### src/rtl/issue_queue.sv
// Compacting in-order-priority issue queue with tag wakeup; index 0 always holds the oldest entry.
// Define ISSUE_QUEUE_MEM_ORDER_EN to force loads/stores to issue in program order.
module issue_queue #(
  parameter int DEPTH      = 8,
  parameter int TAG_W      = 6,
  parameter int PAYLOAD_W  = 80,
  parameter int WAKE_PORTS = 2
) (
  input  logic                        clk,
  input  logic                        rst,
  input  logic                        flush,
  input  logic                        dispatch_valid,
  output logic                        dispatch_ready,
  input  logic [TAG_W-1:0]            dispatch_rs,
  input  logic [TAG_W-1:0]            dispatch_rt,
  input  logic                        dispatch_uses_rs,
  input  logic                        dispatch_uses_rt,
  input  logic                        dispatch_rs_rdy,
  input  logic                        dispatch_rt_rdy,
  input  logic                        dispatch_is_mem,
  input  logic [PAYLOAD_W-1:0]        dispatch_payload,
  input  logic [WAKE_PORTS-1:0]       wake_valid,
  input  logic [WAKE_PORTS*TAG_W-1:0] wake_tag,
  output logic                        issue_valid,
  input  logic                        issue_ready,
  output logic [PAYLOAD_W-1:0]        issue_payload,
  output logic                        issue_is_mem,
  output logic [$clog2(DEPTH):0]      count,
  output logic                        empty,
  output logic                        full
);

  localparam int IDX_W = $clog2(DEPTH);
  localparam int CNT_W = IDX_W + 1;

  logic [DEPTH-1:0]     valid_q, rs_rdy_q, rt_rdy_q, mem_q;
  logic [TAG_W-1:0]     rs_tag_q [DEPTH];
  logic [TAG_W-1:0]     rt_tag_q [DEPTH];
  logic [PAYLOAD_W-1:0] payload_q [DEPTH];
  logic [CNT_W-1:0]     count_q;

  logic [DEPTH-1:0]     nxt_valid, nxt_rs_rdy, nxt_rt_rdy, nxt_mem;
  logic [TAG_W-1:0]     nxt_rs_tag [DEPTH];
  logic [TAG_W-1:0]     nxt_rt_tag [DEPTH];
  logic [PAYLOAD_W-1:0] nxt_payload [DEPTH];
  logic [CNT_W-1:0]     nxt_count;

  logic [DEPTH-1:0]     eligible;
  logic [IDX_W-1:0]     sel_idx;
  logic                 do_issue, do_disp;
  logic [CNT_W-1:0]     wr_pos;
  logic                 disp_rs_ok, disp_rt_ok;

  function automatic logic wake_hit(input logic [TAG_W-1:0] tag);
    logic hit;
    hit = 1'b0;
    for (int p = 0; p < WAKE_PORTS; p++)
      if (wake_valid[p] && (wake_tag[p*TAG_W +: TAG_W] == tag)) hit = 1'b1;
    return hit;
  endfunction

  assign count          = count_q;
  assign empty          = (count_q == '0);
  assign full           = (count_q == CNT_W'(DEPTH));
  assign dispatch_ready = !full;

  // Eligibility and oldest-first selection use registered state only.
  always_comb begin
    logic mem_seen;
    mem_seen    = 1'b0;
    eligible    = '0;
    issue_valid = 1'b0;
    sel_idx     = '0;
    for (int i = 0; i < DEPTH; i++) begin
`ifdef ISSUE_QUEUE_MEM_ORDER_EN
      eligible[i] = valid_q[i] && rs_rdy_q[i] && rt_rdy_q[i] && !(mem_q[i] && mem_seen);
`else
      eligible[i] = valid_q[i] && rs_rdy_q[i] && rt_rdy_q[i];
`endif
      mem_seen = mem_seen | (valid_q[i] & mem_q[i]);
    end
    for (int i = DEPTH - 1; i >= 0; i--) begin
      if (eligible[i]) begin
        issue_valid = 1'b1;
        sel_idx     = IDX_W'(i);
      end
    end
  end

  assign issue_payload = issue_valid ? payload_q[sel_idx] : '0;
  assign issue_is_mem  = issue_valid & mem_q[sel_idx];

  assign do_issue   = issue_valid && issue_ready;
  assign do_disp    = dispatch_valid && dispatch_ready;
  assign wr_pos     = count_q - (do_issue ? CNT_W'(1) : CNT_W'(0));
  assign disp_rs_ok = !dispatch_uses_rs || (dispatch_rs == '0) || dispatch_rs_rdy || wake_hit(dispatch_rs);
  assign disp_rt_ok = !dispatch_uses_rt || (dispatch_rt == '0) || dispatch_rt_rdy || wake_hit(dispatch_rt);

  // Next state: compact out the issued entry, apply wakeups, then append the dispatch at the new tail.
  always_comb begin
    nxt_valid  = valid_q;
    nxt_rs_rdy = rs_rdy_q;
    nxt_rt_rdy = rt_rdy_q;
    nxt_mem    = mem_q;
    for (int i = 0; i < DEPTH; i++) begin
      nxt_rs_tag[i]  = rs_tag_q[i];
      nxt_rt_tag[i]  = rt_tag_q[i];
      nxt_payload[i] = payload_q[i];
    end
    if (do_issue) begin
      for (int i = 0; i < DEPTH - 1; i++) begin
        if (IDX_W'(i) >= sel_idx) begin
          nxt_valid[i]   = valid_q[i+1];
          nxt_rs_rdy[i]  = rs_rdy_q[i+1];
          nxt_rt_rdy[i]  = rt_rdy_q[i+1];
          nxt_mem[i]     = mem_q[i+1];
          nxt_rs_tag[i]  = rs_tag_q[i+1];
          nxt_rt_tag[i]  = rt_tag_q[i+1];
          nxt_payload[i] = payload_q[i+1];
        end
      end
      nxt_valid[DEPTH-1] = 1'b0;
    end
    for (int i = 0; i < DEPTH; i++) begin
      if (wake_hit(nxt_rs_tag[i])) nxt_rs_rdy[i] = 1'b1;
      if (wake_hit(nxt_rt_tag[i])) nxt_rt_rdy[i] = 1'b1;
    end
    if (do_disp) begin
      for (int i = 0; i < DEPTH; i++) begin
        if (CNT_W'(i) == wr_pos) begin
          nxt_valid[i]   = 1'b1;
          nxt_rs_rdy[i]  = disp_rs_ok;
          nxt_rt_rdy[i]  = disp_rt_ok;
          nxt_mem[i]     = dispatch_is_mem;
          nxt_rs_tag[i]  = dispatch_rs;
          nxt_rt_tag[i]  = dispatch_rt;
          nxt_payload[i] = dispatch_payload;
        end
      end
    end
    nxt_count = count_q + (do_disp ? CNT_W'(1) : CNT_W'(0)) - (do_issue ? CNT_W'(1) : CNT_W'(0));
  end

  // Reset outranks flush; both empty the queue on the next edge.
  always_ff @(posedge clk) begin
    if (rst || flush) begin
      valid_q  <= '0;
      rs_rdy_q <= '0;
      rt_rdy_q <= '0;
      mem_q    <= '0;
      count_q  <= '0;
    end else begin
      valid_q  <= nxt_valid;
      rs_rdy_q <= nxt_rs_rdy;
      rt_rdy_q <= nxt_rt_rdy;
      mem_q    <= nxt_mem;
      count_q  <= nxt_count;
    end
  end

  always_ff @(posedge clk) begin
    for (int i = 0; i < DEPTH; i++) begin
      rs_tag_q[i]  <= nxt_rs_tag[i];
      rt_tag_q[i]  <= nxt_rt_tag[i];
      payload_q[i] <= nxt_payload[i];
    end
  end

endmodule

### config.mk
export PLATFORM = sky130hd
export DESIGN_NAME = issue_queue
export DESIGN_NICKNAME = d
export VERILOG_FILES = /design/src/rtl/issue_queue.sv
export SDC_FILE = /design/constraint.sdc
export NUM_CORES = 2
export LEC_CHECK = 0
export BUFFER_PORTS_ARGS = -buffer_cell sky130_fd_sc_hd__buf_2
export CAP_MARGIN = 10
export CORE_UTILIZATION = 67
export DETAILED_ROUTE_END_ITERATION = 8
export MAX_ROUTING_LAYER = met4
export PLACE_DENSITY = 0.94
export SYNTH_ARGS = -nofsm -noshare
export SYNTH_HDL_FRONTEND = slang
export SYNTH_SLANG_ARGS = --single-unit
### constraint.sdc
create_clock -name clk -period 13.66 [get_ports clk]
set_input_delay 2.049 -clock clk [delete_from_list [all_inputs] [get_ports clk]]
set_output_delay 2.049 -clock clk [all_outputs]
set_load 0.01 [all_outputs]
==> results by group <==
Timing
  – Worst clock skew: roughly 19 ps
  – Final Hold Fails: 0
  – Setup TNS: 0 ps
  – RSZ-0062 raised after global routing: no
  – Max-slew violations: 0
  – Fin crit period: between 8000 and 9000 ps
  – Slew @ Worst Pin: 1270 ps
  – Final Setup Violations: 0
  – Tcrit/Tclk final: between 60% and 70%
  – Max frequency: roughly 0.12 GHz
  – Slew HR: around 15%

Critical path
  – Setup crit end kind: primary output
  – Crit path DAT: 6250 ps
  – Worst path slowest cell: buf_4
  – Critical path type: reg -> out
  – Delay of the slowest cell on the worst path: between 900 and 1000 ps
  – Crit Path Max Fanout: 77
  – Cell repeated most along the worst path: buf_4
  – Critical Path, Cell by Cell: nand3_2 -> buf_4 -> nand2_1 -> nor2_4 -> buf_4 -> buf_4 -> mux2i_1 -> a211oi_1 -> o21ai_0 -> a31oi_1 -> buf_2
  – Worst Setup Start Kind: flip-flop
  – CP required: roughly 12000 ps

CTS
  – H-Tree Depth: 3
  – Setup bufs post-CTS: 0
  – Clock tree buffer depth: 3
  – Reg clk slew, reported paths: ~60 ps
  – Hold buffer count at cts: 0
  – PostCTS Resize Cnt: 0
  – Cts bufs inserted: between 70 and 80
  – Root buffer cell: clkbuf_16
  – CTS tree: built
  – Clock sinks: between 700 and 800
  – Clk_lat worst skew: between 600 and 700 ps

Finish
  – Multi-input combinational cell area: ~0.021 sq mm
  – Number of fill cells: about 3800
  – Area grow syn2layout: 8.68%
  – Post-layout util: 73.7%
  – Commonest non-fill, non-tap cells in the layout: nand2_1 (799), dfxtp_1 (680), nor2_1 (648)
  – Non-Filler Instances: around 5500
  – Nets: roughly 4800
  – Register area: roughly 0.016 sq mm
  – Most common cell after layout, fill and taps aside: nand2_1
  – Layout cells sized above 1: about 8.8%

Global routing
  – Initial antenna violation count: 17
  – Largest net degree at the start of global routing: 95
  – First-pass GRT wire length: 196 mm
  – Tot GR Track Use: a little over two fifths
  – Vias in the first global route: approximately 37000
  – Gr ovfl total: 0

Detailed routing
  – DR vias: about 38000
  – Drc violations: 27
  – Drt via density: just under 7
  – DRT Wirelength: approximately 130 mm
  – Routed length per instance: 23.0 microns
  – Drt first pass iters: 9
  – Initial drt markers: ~6100
  – Antenna viol nets, final: 0

Status
  – Failing checks: DRC
  – Status: complete, but fails checks

Placed design
  – DP HPWL: roughly 69 mm
  – GPL Wtd Cong: 0.965
  – Port bufs: between 200 and 250
  – Placed Instances: ~5400

Yosys
  – Gate Count Post-Synth: between 4000 and 5000
  – Post-Syn Area: between 0.03 and 0.04 sq mm
  – Main flop type after synthesis: dfxtp_1
  – Register area share after synthesis: between 40% and 50%
  – Mapped Nets: 4887
  – Ys Warns: 0
  – Library cells used by synthesis: between 70 and 80
  – Average footprint of a synthesized cell: 8.24 sq um
  – #FFs+latches synth: 772
  – Post-synth EDFFs: 92
  – Ys async rst share: 0%

Power and ir drop
  – PD cells: between 100 and 150 mW/mm^2
  – VDD IR-drop max: approximately 0.00014 V
  – Leak Pwr: between 15 and 20 nW

Floorplan
  – Row count: 88
  – Die X: roughly 240 microns
  – Die Span Y: between 200 and 250 microns
  – Initial core utilization: between 60% and 70%
  – Io pins: 205
  – Core ar.: 0.0578 sq mm
  – Die area: around 0.060 sq mm

Flow run
  – Max Cap Viol: 0

Min path
  – Hold Crit Class: reg -> reg
-- layer usage --
layer  up-vias  wire, microns  share of wire, %  global-route usage, %
li1      16500              -                 -                      -
met1     17700          44600                35                   49.2
met2      3284          56900                45                   64.8
met3       855          17300                14                   10.3
met4         0           8330               6.6                   28.9
met5         -              0                 0                      -
-- metrics by stage --
step | total power, mW | setup slack, ps | instance area [sq um] | hold slack [ps]
5_1_grt | 6.30 | 5290 | 42600 | 498
2_1_floorplan | 3.67 | 7820 | 39200 | 449
4_1_cts | 6.04 | 5710 | 42600 | 477
3_5_place_dp | 3.93 | 6370 | 40100 | 478
3_3_place_gp | 3.85 | 6550 | 40100 | 470
6_report | 6.09 | 5360 | 42600 | 478
-- area by class of cell --
type / instances / area share, %
diodes: 16 / 0.0939
clock buffers: 112 / 5.26
multi-input cells: 3562 / 49.9
well taps: 765 / 2.25
clock inverters: 33 / 0.602
flip-flops and latches: 772 / 38.4
inverters: 25 / 0.226
repair buffers: 252 / 3.27
-- sequential cells by signal, summed over array words and instances, names as in the netlist --
register / cells
rt_tag_q: 48
mem_q: 8
rt_rdy_q: 8
rs_rdy_q: 8
rs_tag_q: 48
payload_q: 640
count: 4
valid_q: 8
-- worst max-delay path: cells and delay by family, from the launching register on --
family          cells  cell delay [ps]
buf+inv             4             2790
simple gates        3             1220
compound gates      3              960
flops               1              350
mux                 1              200
-- Yosys cell counts (3+ instances only) --
| cell | n | share of area, % |
|---|---|---|
| nand2_1 | 800 | 7.7 |
| dfxtp_1 | 680 | 35 |
| nor2_1 | 652 | 6.2 |
| mux2i_1 | 551 | 14 |
| a21oi_1 | 435 | 5.6 |
| a31oi_1 | 293 | 4.7 |
| clkbuf_1 | 286 | 2.7 |
| o21ai_0 | 161 | 2.1 |
| xnor2_1 | 140 | 3.1 |
| a211oi_1 | 132 | 2.5 |
| edfxtp_1 | 92 | 7.0 |
| nor2b_1 | 81 | 1.3 |
| buf_2 | 73 | 0.93 |
| xor2_1 | 53 | 1.2 |
| a32o_1 | 35 | 0.89 |
| nand4_1 | 30 | 0.48 |
| buf_1 | 26 | 0.25 |
| inv_1 | 21 | 0.20 |
| nor4_1 | 21 | 0.34 |
| nand3_1 | 18 | 0.23 |
| o22ai_1 | 15 | 0.24 |
| buf_4 | 14 | 0.27 |
| o211ai_1 | 14 | 0.27 |
| nor3_1 | 11 | 0.14 |
| and2_1 | 9 | 0.14 |
| ha_1 | 9 | 0.29 |
| or2_2 | 7 | 0.11 |
| and3_1 | 6 | 0.096 |
| o21ai_1 | 6 | 0.077 |
| or3_1 | 6 | 0.096 |
| a2111oi_0 | 5 | 0.11 |
| a311oi_1 | 5 | 0.11 |
| o41ai_1 | 5 | 0.11 |
| nand2b_1 | 4 | 0.064 |
| o2111ai_1 | 4 | 0.089 |
| and3_4 | 3 | 0.086 |
| buf_6 | 3 | 0.086 |
| inv_2 | 3 | 0.029 |
| nand3_2 | 3 | 0.077 |
| nor4b_1 | 3 | 0.067 |
| o211a_1 | 3 | 0.077 |
| o21a_1 | 3 | 0.057 |
| o2bb2ai_1 | 3 | 0.067 |
-- power by group --
| group | internal (mW) | total [mW] | switching [mW] |
|---|---|---|---|
| Clock | 1.20 | 2.13 | 0.929 |
| Combinational | 0.458 | 0.971 | 0.512 |
| Sequential | 2.69 | 2.99 | 0.301 |
| Total | 4.35 | 6.09 | 1.74 |
-- worst paths after layout --
check / from / end / slack, ps / depth (start not counted)
setup reg to reg: rt_rdy_q[0] / rs_rdy_q[6] / 7710 / 12
setup / recovery: valid_q[1] / issue_payload[75] / 5360 / 11
hold reg to reg: payload_q[6][42] / payload_q[5][42] / 480 / 2
hold / removal: payload_q[6][42] / payload_q[5][42] / 480 / 2
-- cell families (layout without fill, tap and decap cells) --
family                   Yosys count  after routing  synth area share, %
AO/OA/AOI/OAI                   1140           1140                 17.6
XOR/XNOR                         193            193                 4.31
adder cells (fa/ha/maj)           10             10                0.338
buffers and inverters            427            422                 4.51
flip-flops                       772            772                 41.8
multiplexers                     552            552                 14.1
other                              0             16                    0
AND/OR/NAND/NOR                 1667           1667                 17.4
No activity file was read; power rests on OpenSTA's default activity.
